<file path="src/rtl/cpu_bus_arbiter_if.sv">
// Signal bundle between two start/active requesters, the bus arbiter and the CPU bus master port.
// The slave modport is the arbiter's view; the master modport is the view of the surrounding system.
interface cpu_bus_arbiter_if #(
    parameter int dw = 32,
    parameter int aw = 32
);
    logic          m0_start;
    logic [aw-1:0] m0_address;
    logic [3:0]    m0_selection;
    logic          m0_write;
    logic [dw-1:0] m0_data_wr;
    logic          m0_active;
    logic [dw-1:0] m0_data_rd;

    logic          m1_start;
    logic [aw-1:0] m1_address;
    logic [3:0]    m1_selection;
    logic          m1_write;
    logic [dw-1:0] m1_data_wr;
    logic          m1_active;
    logic [dw-1:0] m1_data_rd;

    logic          cpu_start;
    logic [aw-1:0] cpu_address;
    logic [3:0]    cpu_selection;
    logic          cpu_write;
    logic [dw-1:0] cpu_data_wr;
    logic          cpu_active;
    logic [dw-1:0] cpu_data_rd;

    logic [1:0]    grant;
    logic          timeout_err;

    modport slave (
        input  m0_start, m0_address, m0_selection, m0_write, m0_data_wr,
        output m0_active, m0_data_rd,
        input  m1_start, m1_address, m1_selection, m1_write, m1_data_wr,
        output m1_active, m1_data_rd,
        output cpu_start, cpu_address, cpu_selection, cpu_write, cpu_data_wr,
        input  cpu_active, cpu_data_rd,
        output grant, timeout_err
    );

    modport master (
        output m0_start, m0_address, m0_selection, m0_write, m0_data_wr,
        input  m0_active, m0_data_rd,
        output m1_start, m1_address, m1_selection, m1_write, m1_data_wr,
        input  m1_active, m1_data_rd,
        input  cpu_start, cpu_address, cpu_selection, cpu_write, cpu_data_wr,
        output cpu_active, cpu_data_rd,
        input  grant, timeout_err
    );
endinterface

</file>
<file path="src/rtl/cpu_bus_arbiter.sv">
// Round-robin arbiter sharing one CPU bus master port between two start/active requesters;
// routes completion and read data back to the owner and aborts requests the bus never accepts.
module cpu_bus_arbiter #(
    parameter int            dw         = 32,
    parameter int            aw         = 32,
    parameter int unsigned   TIMEOUT    = 255,
    parameter logic [dw-1:0] ABORT_DATA = 32'hDEADBEEF
) (
    input  logic             clk,
    input  logic             rst,
    cpu_bus_arbiter_if.slave bus
);
    typedef enum logic [2:0] {IDLE, ISSUE, BUSY, ABORT, DONE} state_t;

    localparam logic [15:0] TIMER_LAST = 16'(TIMEOUT - 1);

    state_t        state, state_d;
    logic          owner, owner_d;
    logic          last_grant, last_grant_d;
    logic          pick;
    logic [15:0]   timer, timer_d;

    logic          cpu_start_q, cpu_start_d;
    logic [aw-1:0] cpu_address_q, cpu_address_d;
    logic [3:0]    cpu_selection_q, cpu_selection_d;
    logic          cpu_write_q, cpu_write_d;
    logic [dw-1:0] cpu_data_wr_q, cpu_data_wr_d;

    logic [1:0]    active_q, active_d;
    logic [dw-1:0] m0_data_rd_q, m0_data_rd_d;
    logic [dw-1:0] m1_data_rd_q, m1_data_rd_d;
    logic [1:0]    grant_q, grant_d;
    logic          timeout_err_q, timeout_err_d;

    // A lone requester wins outright; a tie goes to whichever side did not own the bus last.
    always_comb begin
        pick = bus.m1_start;
        if (bus.m0_start && bus.m1_start) begin
            pick = ~last_grant;
        end
    end

    always_ff @(posedge clk) begin
        if (!rst) begin
            state           <= IDLE;
            owner           <= 1'b0;
            last_grant      <= 1'b1;
            timer           <= '0;
            cpu_start_q     <= 1'b0;
            cpu_address_q   <= '0;
            cpu_selection_q <= '0;
            cpu_write_q     <= 1'b0;
            cpu_data_wr_q   <= '0;
            active_q        <= '0;
            m0_data_rd_q    <= '0;
            m1_data_rd_q    <= '0;
            grant_q         <= '0;
            timeout_err_q   <= 1'b0;
        end else begin
            state           <= state_d;
            owner           <= owner_d;
            last_grant      <= last_grant_d;
            timer           <= timer_d;
            cpu_start_q     <= cpu_start_d;
            cpu_address_q   <= cpu_address_d;
            cpu_selection_q <= cpu_selection_d;
            cpu_write_q     <= cpu_write_d;
            cpu_data_wr_q   <= cpu_data_wr_d;
            active_q        <= active_d;
            m0_data_rd_q    <= m0_data_rd_d;
            m1_data_rd_q    <= m1_data_rd_d;
            grant_q         <= grant_d;
            timeout_err_q   <= timeout_err_d;
        end
    end

    always_comb begin
        state_d = state;
        unique case (state)
            IDLE: begin
                if (bus.m0_start || bus.m1_start) begin
                    state_d = ISSUE;
                end
            end
            ISSUE: begin
                if (bus.cpu_active) begin
                    state_d = BUSY;
                end else if (timer == TIMER_LAST) begin
                    state_d = ABORT;
                end
            end
            BUSY: begin
                if (!bus.cpu_active) begin
                    state_d = DONE;
                end
            end
            ABORT:   state_d = DONE;
            DONE:    state_d = IDLE;
            default: state_d = IDLE;
        endcase
    end

    // Every output is registered; this process computes their next values.
    always_comb begin
        owner_d         = owner;
        last_grant_d    = last_grant;
        timer_d         = timer;
        cpu_start_d     = cpu_start_q;
        cpu_address_d   = cpu_address_q;
        cpu_selection_d = cpu_selection_q;
        cpu_write_d     = cpu_write_q;
        cpu_data_wr_d   = cpu_data_wr_q;
        active_d        = active_q;
        m0_data_rd_d    = m0_data_rd_q;
        m1_data_rd_d    = m1_data_rd_q;
        grant_d         = grant_q;
        timeout_err_d   = timeout_err_q;
        unique case (state)
            IDLE: begin
                if (bus.m0_start || bus.m1_start) begin
                    owner_d     = pick;
                    cpu_start_d = 1'b1;
                    timer_d     = '0;
                    if (pick) begin
                        cpu_address_d   = bus.m1_address;
                        cpu_selection_d = bus.m1_selection;
                        cpu_write_d     = bus.m1_write;
                        cpu_data_wr_d   = bus.m1_data_wr;
                        grant_d         = 2'b10;
                    end else begin
                        cpu_address_d   = bus.m0_address;
                        cpu_selection_d = bus.m0_selection;
                        cpu_write_d     = bus.m0_write;
                        cpu_data_wr_d   = bus.m0_data_wr;
                        grant_d         = 2'b01;
                    end
                end
            end
            ISSUE: begin
                if (bus.cpu_active) begin
                    cpu_start_d     = 1'b0;
                    active_d[owner] = 1'b1;
                end else if (timer == TIMER_LAST) begin
                    // Raise active during ABORT so the requester still completes its handshake.
                    cpu_start_d     = 1'b0;
                    timeout_err_d   = 1'b1;
                    active_d[owner] = 1'b1;
                end else begin
                    timer_d = timer + 16'd1;
                end
            end
            BUSY: begin
                if (!bus.cpu_active) begin
                    active_d[owner] = 1'b0;
                    if (owner) begin
                        m1_data_rd_d = bus.cpu_data_rd;
                    end else begin
                        m0_data_rd_d = bus.cpu_data_rd;
                    end
                end
            end
            ABORT: begin
                timeout_err_d   = 1'b0;
                active_d[owner] = 1'b0;
                if (owner) begin
                    m1_data_rd_d = ABORT_DATA;
                end else begin
                    m0_data_rd_d = ABORT_DATA;
                end
            end
            DONE: begin
                last_grant_d = owner;
                grant_d      = '0;
                cpu_write_d  = 1'b0;
            end
            default: begin
                cpu_start_d = 1'b0;
            end
        endcase
    end

    assign bus.cpu_start     = cpu_start_q;
    assign bus.cpu_address   = cpu_address_q;
    assign bus.cpu_selection = cpu_selection_q;
    assign bus.cpu_write     = cpu_write_q;
    assign bus.cpu_data_wr   = cpu_data_wr_q;
    assign bus.m0_active     = active_q[0];
    assign bus.m1_active     = active_q[1];
    assign bus.m0_data_rd    = m0_data_rd_q;
    assign bus.m1_data_rd    = m1_data_rd_q;
    assign bus.grant         = grant_q;
    assign bus.timeout_err   = timeout_err_q;
endmodule

</file>
<file path="src/flat_wrapper.sv">
// flat-port wrapper written by rule: the top's interface ports become plain ports
module cpu_bus_arbiter_flat 
#(
    parameter int            dw         = 32,
    parameter int            aw         = 32,
    parameter int unsigned   TIMEOUT    = 255,
    parameter logic [dw-1:0] ABORT_DATA = 32'hDEADBEEF
)
  (clk, rst, bus_m0_start, bus_m0_address, bus_m0_selection, bus_m0_write, bus_m0_data_wr, bus_m0_active, bus_m0_data_rd, bus_m1_start, bus_m1_address, bus_m1_selection, bus_m1_write, bus_m1_data_wr, bus_m1_active, bus_m1_data_rd, bus_cpu_start, bus_cpu_address, bus_cpu_selection, bus_cpu_write, bus_cpu_data_wr, bus_cpu_active, bus_cpu_data_rd, bus_grant, bus_timeout_err);
  cpu_bus_arbiter_if #(.dw(dw), .aw(aw)) bus_i ();
  input  logic clk;
  input  logic rst;
  input wire logic [$bits(bus_i.m0_start)-1:0] bus_m0_start;
  input wire logic [$bits(bus_i.m0_address)-1:0] bus_m0_address;
  input wire logic [$bits(bus_i.m0_selection)-1:0] bus_m0_selection;
  input wire logic [$bits(bus_i.m0_write)-1:0] bus_m0_write;
  input wire logic [$bits(bus_i.m0_data_wr)-1:0] bus_m0_data_wr;
  output wire logic [$bits(bus_i.m0_active)-1:0] bus_m0_active;
  output wire logic [$bits(bus_i.m0_data_rd)-1:0] bus_m0_data_rd;
  input wire logic [$bits(bus_i.m1_start)-1:0] bus_m1_start;
  input wire logic [$bits(bus_i.m1_address)-1:0] bus_m1_address;
  input wire logic [$bits(bus_i.m1_selection)-1:0] bus_m1_selection;
  input wire logic [$bits(bus_i.m1_write)-1:0] bus_m1_write;
  input wire logic [$bits(bus_i.m1_data_wr)-1:0] bus_m1_data_wr;
  output wire logic [$bits(bus_i.m1_active)-1:0] bus_m1_active;
  output wire logic [$bits(bus_i.m1_data_rd)-1:0] bus_m1_data_rd;
  output wire logic [$bits(bus_i.cpu_start)-1:0] bus_cpu_start;
  output wire logic [$bits(bus_i.cpu_address)-1:0] bus_cpu_address;
  output wire logic [$bits(bus_i.cpu_selection)-1:0] bus_cpu_selection;
  output wire logic [$bits(bus_i.cpu_write)-1:0] bus_cpu_write;
  output wire logic [$bits(bus_i.cpu_data_wr)-1:0] bus_cpu_data_wr;
  input wire logic [$bits(bus_i.cpu_active)-1:0] bus_cpu_active;
  input wire logic [$bits(bus_i.cpu_data_rd)-1:0] bus_cpu_data_rd;
  output wire logic [$bits(bus_i.grant)-1:0] bus_grant;
  output wire logic [$bits(bus_i.timeout_err)-1:0] bus_timeout_err;
  assign bus_i.m0_start = bus_m0_start;
  assign bus_i.m0_address = bus_m0_address;
  assign bus_i.m0_selection = bus_m0_selection;
  assign bus_i.m0_write = bus_m0_write;
  assign bus_i.m0_data_wr = bus_m0_data_wr;
  assign bus_m0_active = bus_i.m0_active;
  assign bus_m0_data_rd = bus_i.m0_data_rd;
  assign bus_i.m1_start = bus_m1_start;
  assign bus_i.m1_address = bus_m1_address;
  assign bus_i.m1_selection = bus_m1_selection;
  assign bus_i.m1_write = bus_m1_write;
  assign bus_i.m1_data_wr = bus_m1_data_wr;
  assign bus_m1_active = bus_i.m1_active;
  assign bus_m1_data_rd = bus_i.m1_data_rd;
  assign bus_cpu_start = bus_i.cpu_start;
  assign bus_cpu_address = bus_i.cpu_address;
  assign bus_cpu_selection = bus_i.cpu_selection;
  assign bus_cpu_write = bus_i.cpu_write;
  assign bus_cpu_data_wr = bus_i.cpu_data_wr;
  assign bus_i.cpu_active = bus_cpu_active;
  assign bus_i.cpu_data_rd = bus_cpu_data_rd;
  assign bus_grant = bus_i.grant;
  assign bus_timeout_err = bus_i.timeout_err;
  cpu_bus_arbiter #(.dw(dw), .aw(aw), .TIMEOUT(TIMEOUT), .ABORT_DATA(ABORT_DATA)) u_core (.clk(clk), .rst(rst), .bus(bus_i));
endmodule
</file>
<file path="config.mk">
export PLATFORM = sky130hd
export DESIGN_NAME = cpu_bus_arbiter_flat
export DESIGN_NICKNAME = d
export VERILOG_FILES = /design/src/rtl/cpu_bus_arbiter_if.sv /design/src/rtl/cpu_bus_arbiter.sv /design/src/flat_wrapper.sv
export SDC_FILE = /design/constraint.sdc
export NUM_CORES = 1
export LEC_CHECK = 0
export BUFFER_PORTS_ARGS = -buffer_cell sky130_fd_sc_hd__buf_2
export CORE_MARGIN = 2
export CORE_UTILIZATION = 45
export DETAILED_ROUTE_END_ITERATION = 16
export PLACE_DENSITY = 0.79
export REMOVE_ABC_BUFFERS = 1
export SYNTH_ARGS = -nofsm -noshare
export SYNTH_HDL_FRONTEND = slang
export SYNTH_SLANG_ARGS = --single-unit
</file>
<file path="constraint.sdc">
create_clock -name clk -period 2.6 [get_ports clk]
set_input_delay 0.26 -clock clk [delete_from_list [all_inputs] [get_ports clk]]
set_output_delay 0.26 -clock clk [all_outputs]
set_load 0.05 [all_outputs]
</file>
; ---- Word-level counts from Yosys, hierarchy flattened
; Index checks and enable logic that the tools add are counted.
[totals]
out_inout_bits = 139
ram_bits = 0
mem_bits_ro = 0
latch_bits = 0
n_memories = 0
elab_cells = 96
in_bits = 175
register_bits = 160
[op_classes]
n_bitwise = 5
muxes = 40
eq_ne = 15
shifts = 0
magnitude_cmp = 2
mul = 0
reduce_logical = 19
n_addsub = 1
n_div = 0
[op_table]
columns = cell, n
row1 = two-way mux 32 bit, 8
row2 = case mux 32 bit (2 select lines), 2
row3 = two-way mux 16 bit, 3
row4 = case mux 16 bit (2 select lines), 1
row5 = "adder 16 x 1 -> 16 bit, second input constant", 1
row6 = "equality test 16 x 8 -> 1 bit, second input constant", 1
row7 = two-way mux 3 bit, 4
row8 = case mux 3 bit (4 select lines), 1
row9 = AND reduction 3 bit, 4
row10 = AND reduction 4 bit, 3
row11 = two-way mux 2 bit, 5
row12 = "!= test 2 bit, second input constant", 5
row13 = two-way mux 1 bit, 9
row14 = "!= test 2 x 1 -> 1 bit, second input constant", 4
row15 = nonzero test 2 bit, 4
row16 = "equality test 3 x 2 -> 1 bit, second input constant", 2
row17 = case mux 2 bit (3 select lines), 1
row18 = two-way mux 4 bit, 1
row19 = case mux 1 bit (2 select lines), 2
row20 = case mux 2 bit (2 select lines), 1
row21 = AND reduction 2 bit, 2
row22 = "equality test 3 x 1 -> 1 bit, second input constant", 1
row23 = "equality test 3 bit, second input constant", 1
row24 = zero test 3 bit, 1
row25 = 13 further kinds, 15

; ---- Depth between registers and ports, before layout
[logic_depth]
ltp_word = 8
mapped_depth = 8
depth_no_buf = 7

; ---- Worst setup path before layout
; No wires, ideal clock.
[synth_path]
kind = register to register
startpoint = register u_core.timer[0]
endpoint = register u_core.timer[14]
slack_ps = 513
arrival_time_ps = 1967
path_stages_with_launch = 9
required_ps = 2480
setup_time_ps = 120
period_less_slack_ps = 2087
n_path_buf = 1
cell_sequence = dfxtp_1 inv_1 ha_1 or4b_1 nor4_4 or3_1 buf_6 nor3_1 a211o_1
[synth_between]
elab_chain_cells = 4
word_cells_on_any_way = 7
classes_between = 1 x add/sub / 2 x eq/ne / 3 x mux / 1 x reduce/logical
[synth_rtl]
columns = item, line
row1 = "start, declared", cpu_bus_arbiter.sv:21  ; logic [15:0] timer, timer_d;
row2 = "start signal, assigned", cpu_bus_arbiter.sv:63  ; timer <= timer_d;
row3 = adder 16 x 1 -> 16 bit, cpu_bus_arbiter.sv:149  ; timer_d = timer + 16'd1;
row4 = two-way mux 16 bit, cpu_bus_arbiter.sv:143  ; end else if (timer == TIMER_LAST) begin
row5 = two-way mux 16 bit, cpu_bus_arbiter.sv:140  ; if (bus.cpu_active) begin
row6 = case mux 16 bit (2 select lines), cpu_bus_arbiter.sv:118  ; unique case (state)
; Several ways; a longest one is shown, not always the timed one. The select of a mux whose other input is x is not followed.
; A chain may end at the register's enable or synchronous reset.

; ---- Worst setup path in the final report
; Ends and elaborated chain as after synthesis.

==> results.yml <==
outcome:
  status: "completed"
routing:
  drt-pass1-iter-count: 14
  drt-initial-drc-count: 714
  via_count: 6515
  final_antenna_net_count: 0
  drcViolationCount: 0
  avgViaCountPerCell: 5.68
  wire_per_inst_um: 18.1
  wl_um: 20800
clocking:
  clockRootBuffer: "clkbuf_16"
  ctsResizeCount: 0
  clk_path_buf_depth: 2
  htreeDepth: 4
  clk_latency_ps: 430
  numCtsBuffers: 17
  tritoncts: "done"
  hold_buffers: 0
  post_cts_buffers: 0
  path_clk_slew_ps: 60
  clock-sinks: 160
placed_design:
  io_buffers: 313
  routabilityCongestion: 0.863
  place_hpwl_um: 14700
  dpl.cell_count: 1112
yosys:
  synth_ff_type: "dfxtp_1"
  synth_edf_count: 0
  postSynthAreaPerCell_um2: 9.16
  yosysWarnings: 0
  netlist_area_mm2: 0.00617
  ys_types: 52
  netlist_instances: 674
  synth.area.top_cells: "dfxtp_1 52%, a222oi_1 11%, nor2_1 9.5%, a211oi_1 6.1%, clkbuf_1 2.7%"
  synth_top_area_cell: "dfxtp_1"
  synth_top_area_share_pct: 51.9
  yosysSeqAreaShare_pct: 51.9
  async_flop_share_pct: 0
  ys_seq_elements: 160
timing:
  final.period_utilization_pct: 81.7
  slew_headroom_pct: 53.9
  fin_skew_ps: 5.36
  period_minus_slack_ps: 2120
  rsz0062_at_grt: "no"
  tightest_slew_ps: 686
  drv_slew: 0
  hold_viol_final: 0
  whs_ps: 62.4
  setup_viol: 0
  fmax_mhz: 471
run:
  drv_cap: 0
finish:
  regArea_mm2: 0.00320
  fill_cells: 1142
  drive_gt1_share_pct: 38.8
  multi_input_area_mm2: 0.00270
  finalNetCount: 1132
  finalNonFillerCells: 1148
  syn_to_final_growth_pct: 36.5
critical_path:
  startpoint_type: "flip-flop"
  path_class: "flip-flop to flip-flop"
  cp_max_fo: 6
  arrival_ps: 2440
  cp_num_buf_inv: 1
  crit_required_ps: 2920
  slowest_stage: "or4b_1"
  cp_top_family: "simple AND/OR/NAND/NOR gates"
  path_cells: "inv_1 -> ha_1 -> or4b_1 -> nor4_4 -> or3_1 -> nor3_1 -> a211o_1"
  crit_path_end_kind: "flip-flop"
  cp_slowest_stage_delay_ps: 500
global_routing:
  grt-ovfl-total: 0
  grt_max_degree: 58
  grt_pass1_vias: 6095
  antenna_found_initial: 6
  grt_util_all_layers_pct: 27.4
  grt_pass1_wl_um: 31400
min_path:
  holdCritPathClass: "input pin to flip-flop"
die:
  rows: 42
  initial_core_util_pct: 46.4
  die_area_mm2: 0.0147
  coreArea_mm2: 0.0133
  die_width_um: 121
  die_height_um: 121
  io_pins: 314
power_and_ir_drop:
  power_density_mw_per_mm2: 764
  max-vdd-ir-drop_mv: 0.553
  p_leak_nw: 3.82
routing by layer:
metal	up-vias	wire, um	global-route usage [%]
met5	-	13	0
met4	2	784	14.6
met3	64	1910	8.51
met2	339	10400	45.0
met1	3022	7670	31.8
li1	3088	-	-
synth_stat cells (2+ instances only):
cell type and instances:
dfxtp_1 160, nor2_1 157, a222oi_1 68, a211oi_1 50, clkbuf_1 45, nand2_1 36
a21oi_1 26, nand3_1 24, buf_2 11, a31oi_1 6, nor3_1 6, o21ai_0 6
and2_1 5, and3_1 5, buf_1 5, nor2b_1 5, buf_6 4, inv_1 4
nand4_1 4, o31ai_1 3, a211o_1 2, a21boi_0 2, a311oi_1 2, and4_1 2
ha_1 2, mux2i_1 2, nand2b_1 2, o211a_1 2, o211ai_1 2, o21ba_2 2
o22ai_1 2, or3_2 2
final cells by class:
class / instances / area share (%)
multi-input combinational: 445 / 32.0
sequential: 160 / 38.0
clock inverter: 8 / 0.950
clock buffer: 23 / 5.79
timing repair buffer: 327 / 20.3
inverter: 4 / 0.208
tap: 176 / 2.61
antenna: 5 / 0.148
flip-flops by register name, summed over array words and instances (netlist names), named ones only:
signal / cells
u_core.bus.timeout_err: 1
u_core.bus.grant: 2
u_core.bus.m0_data_rd: 32
u_core.bus.cpu_data_wr: 32
u_core.timer: 16
u_core.last_grant: 1
u_core.bus.cpu_start: 1
u_core.bus.m1_data_rd: 32
u_core.state: 3
u_core.owner: 1
u_core.bus.cpu_selection: 4
u_core.bus.cpu_address: 32
u_core.bus.cpu_write: 1
through the flow:
step | TNS (ps) | power [mW] | area [um^2] | util, % | setup slack, ps
3_3_place_gp | 0 | 4.04 | 7850 | 59.0 | 524
6_report | 0 | 6.44 | 8430 | 63.4 | 475
3_5_place_dp | 0 | 4.05 | 7850 | 59.0 | 492
4_1_cts | 0 | 6.44 | 8410 | 63.3 | 468
5_1_grt | 0 | 6.65 | 8430 | 63.4 | 309
2_1_floorplan | -255050 | 3.61 | 5890 | - | -3160
placed cells by master, fill, tap and decap left out, types with 3 or more instances in the layout:
| cell | n |
|---|---|
| clkbuf_8 | 4 |
| buf_2 | 313 |
| a31oi_1 | 6 |
| and3_1 | 5 |
| dfxtp_1 | 160 |
| a222oi_1 | 68 |
| nand4_1 | 4 |
| inv_1 | 3 |
| and2_1 | 3 |
| and2_2 | 3 |
| nor2b_1 | 4 |
| a211oi_1 | 50 |
| o21ai_0 | 6 |
| buf_12 | 3 |
| clkbuf_16 | 17 |
| a21oi_1 | 26 |
| nor3_1 | 6 |
| o31ai_1 | 3 |
| nor2_1 | 156 |
| clkinvlp_4 | 3 |
| nand3_1 | 24 |
| diode_2 | 5 |
| nand2_1 | 36 |
| buf_4 | 11 |
logic make-up (layout without fill, tap and decap cells):
group | after synthesis | after routing | synth area share (%)
and+or+nand+nor | 260 | 260 | 18.8
adders and majority gates | 2 | 2 | 0.405
muxes | 2 | 2 | 0.324
DFF | 160 | 160 | 51.9
other | 0 | 5 | 0
buffers and inverters | 69 | 362 | 4.90
AOI/OAI and AO/OA | 181 | 181 | 23.7
path summary, 6_finish.rpt:
check,depth (start not counted),slack [ps],endpoint,startpoint
worst min register to register,2,450,u_core.bus.m0_data_rd[22],u_core.bus.m0_data_rd[22]
worst max-delay path,7,480,u_core.timer[14],u_core.timer[0]
worst min-delay path,3,60,u_core.bus.cpu_data_wr[29],bus_m1_data_wr[29]
worst max register to register,7,480,u_core.timer[14],u_core.timer[0]
tightest hold or removal path, stage by stage:
cell and delay (ps):
buf_2 70, a222oi_1 50, nor2_1 80
report_power, final:
group | internal (mW) | switching [mW] | total, mW
sequential | 2.60 | 0.0851 | 2.68
combinational | 0.398 | 0.943 | 1.34
clock | 1.41 | 1.00 | 2.42
total | 4.41 | 2.03 | 6.44
Note: power is estimated with default switching activity, not from simulation.
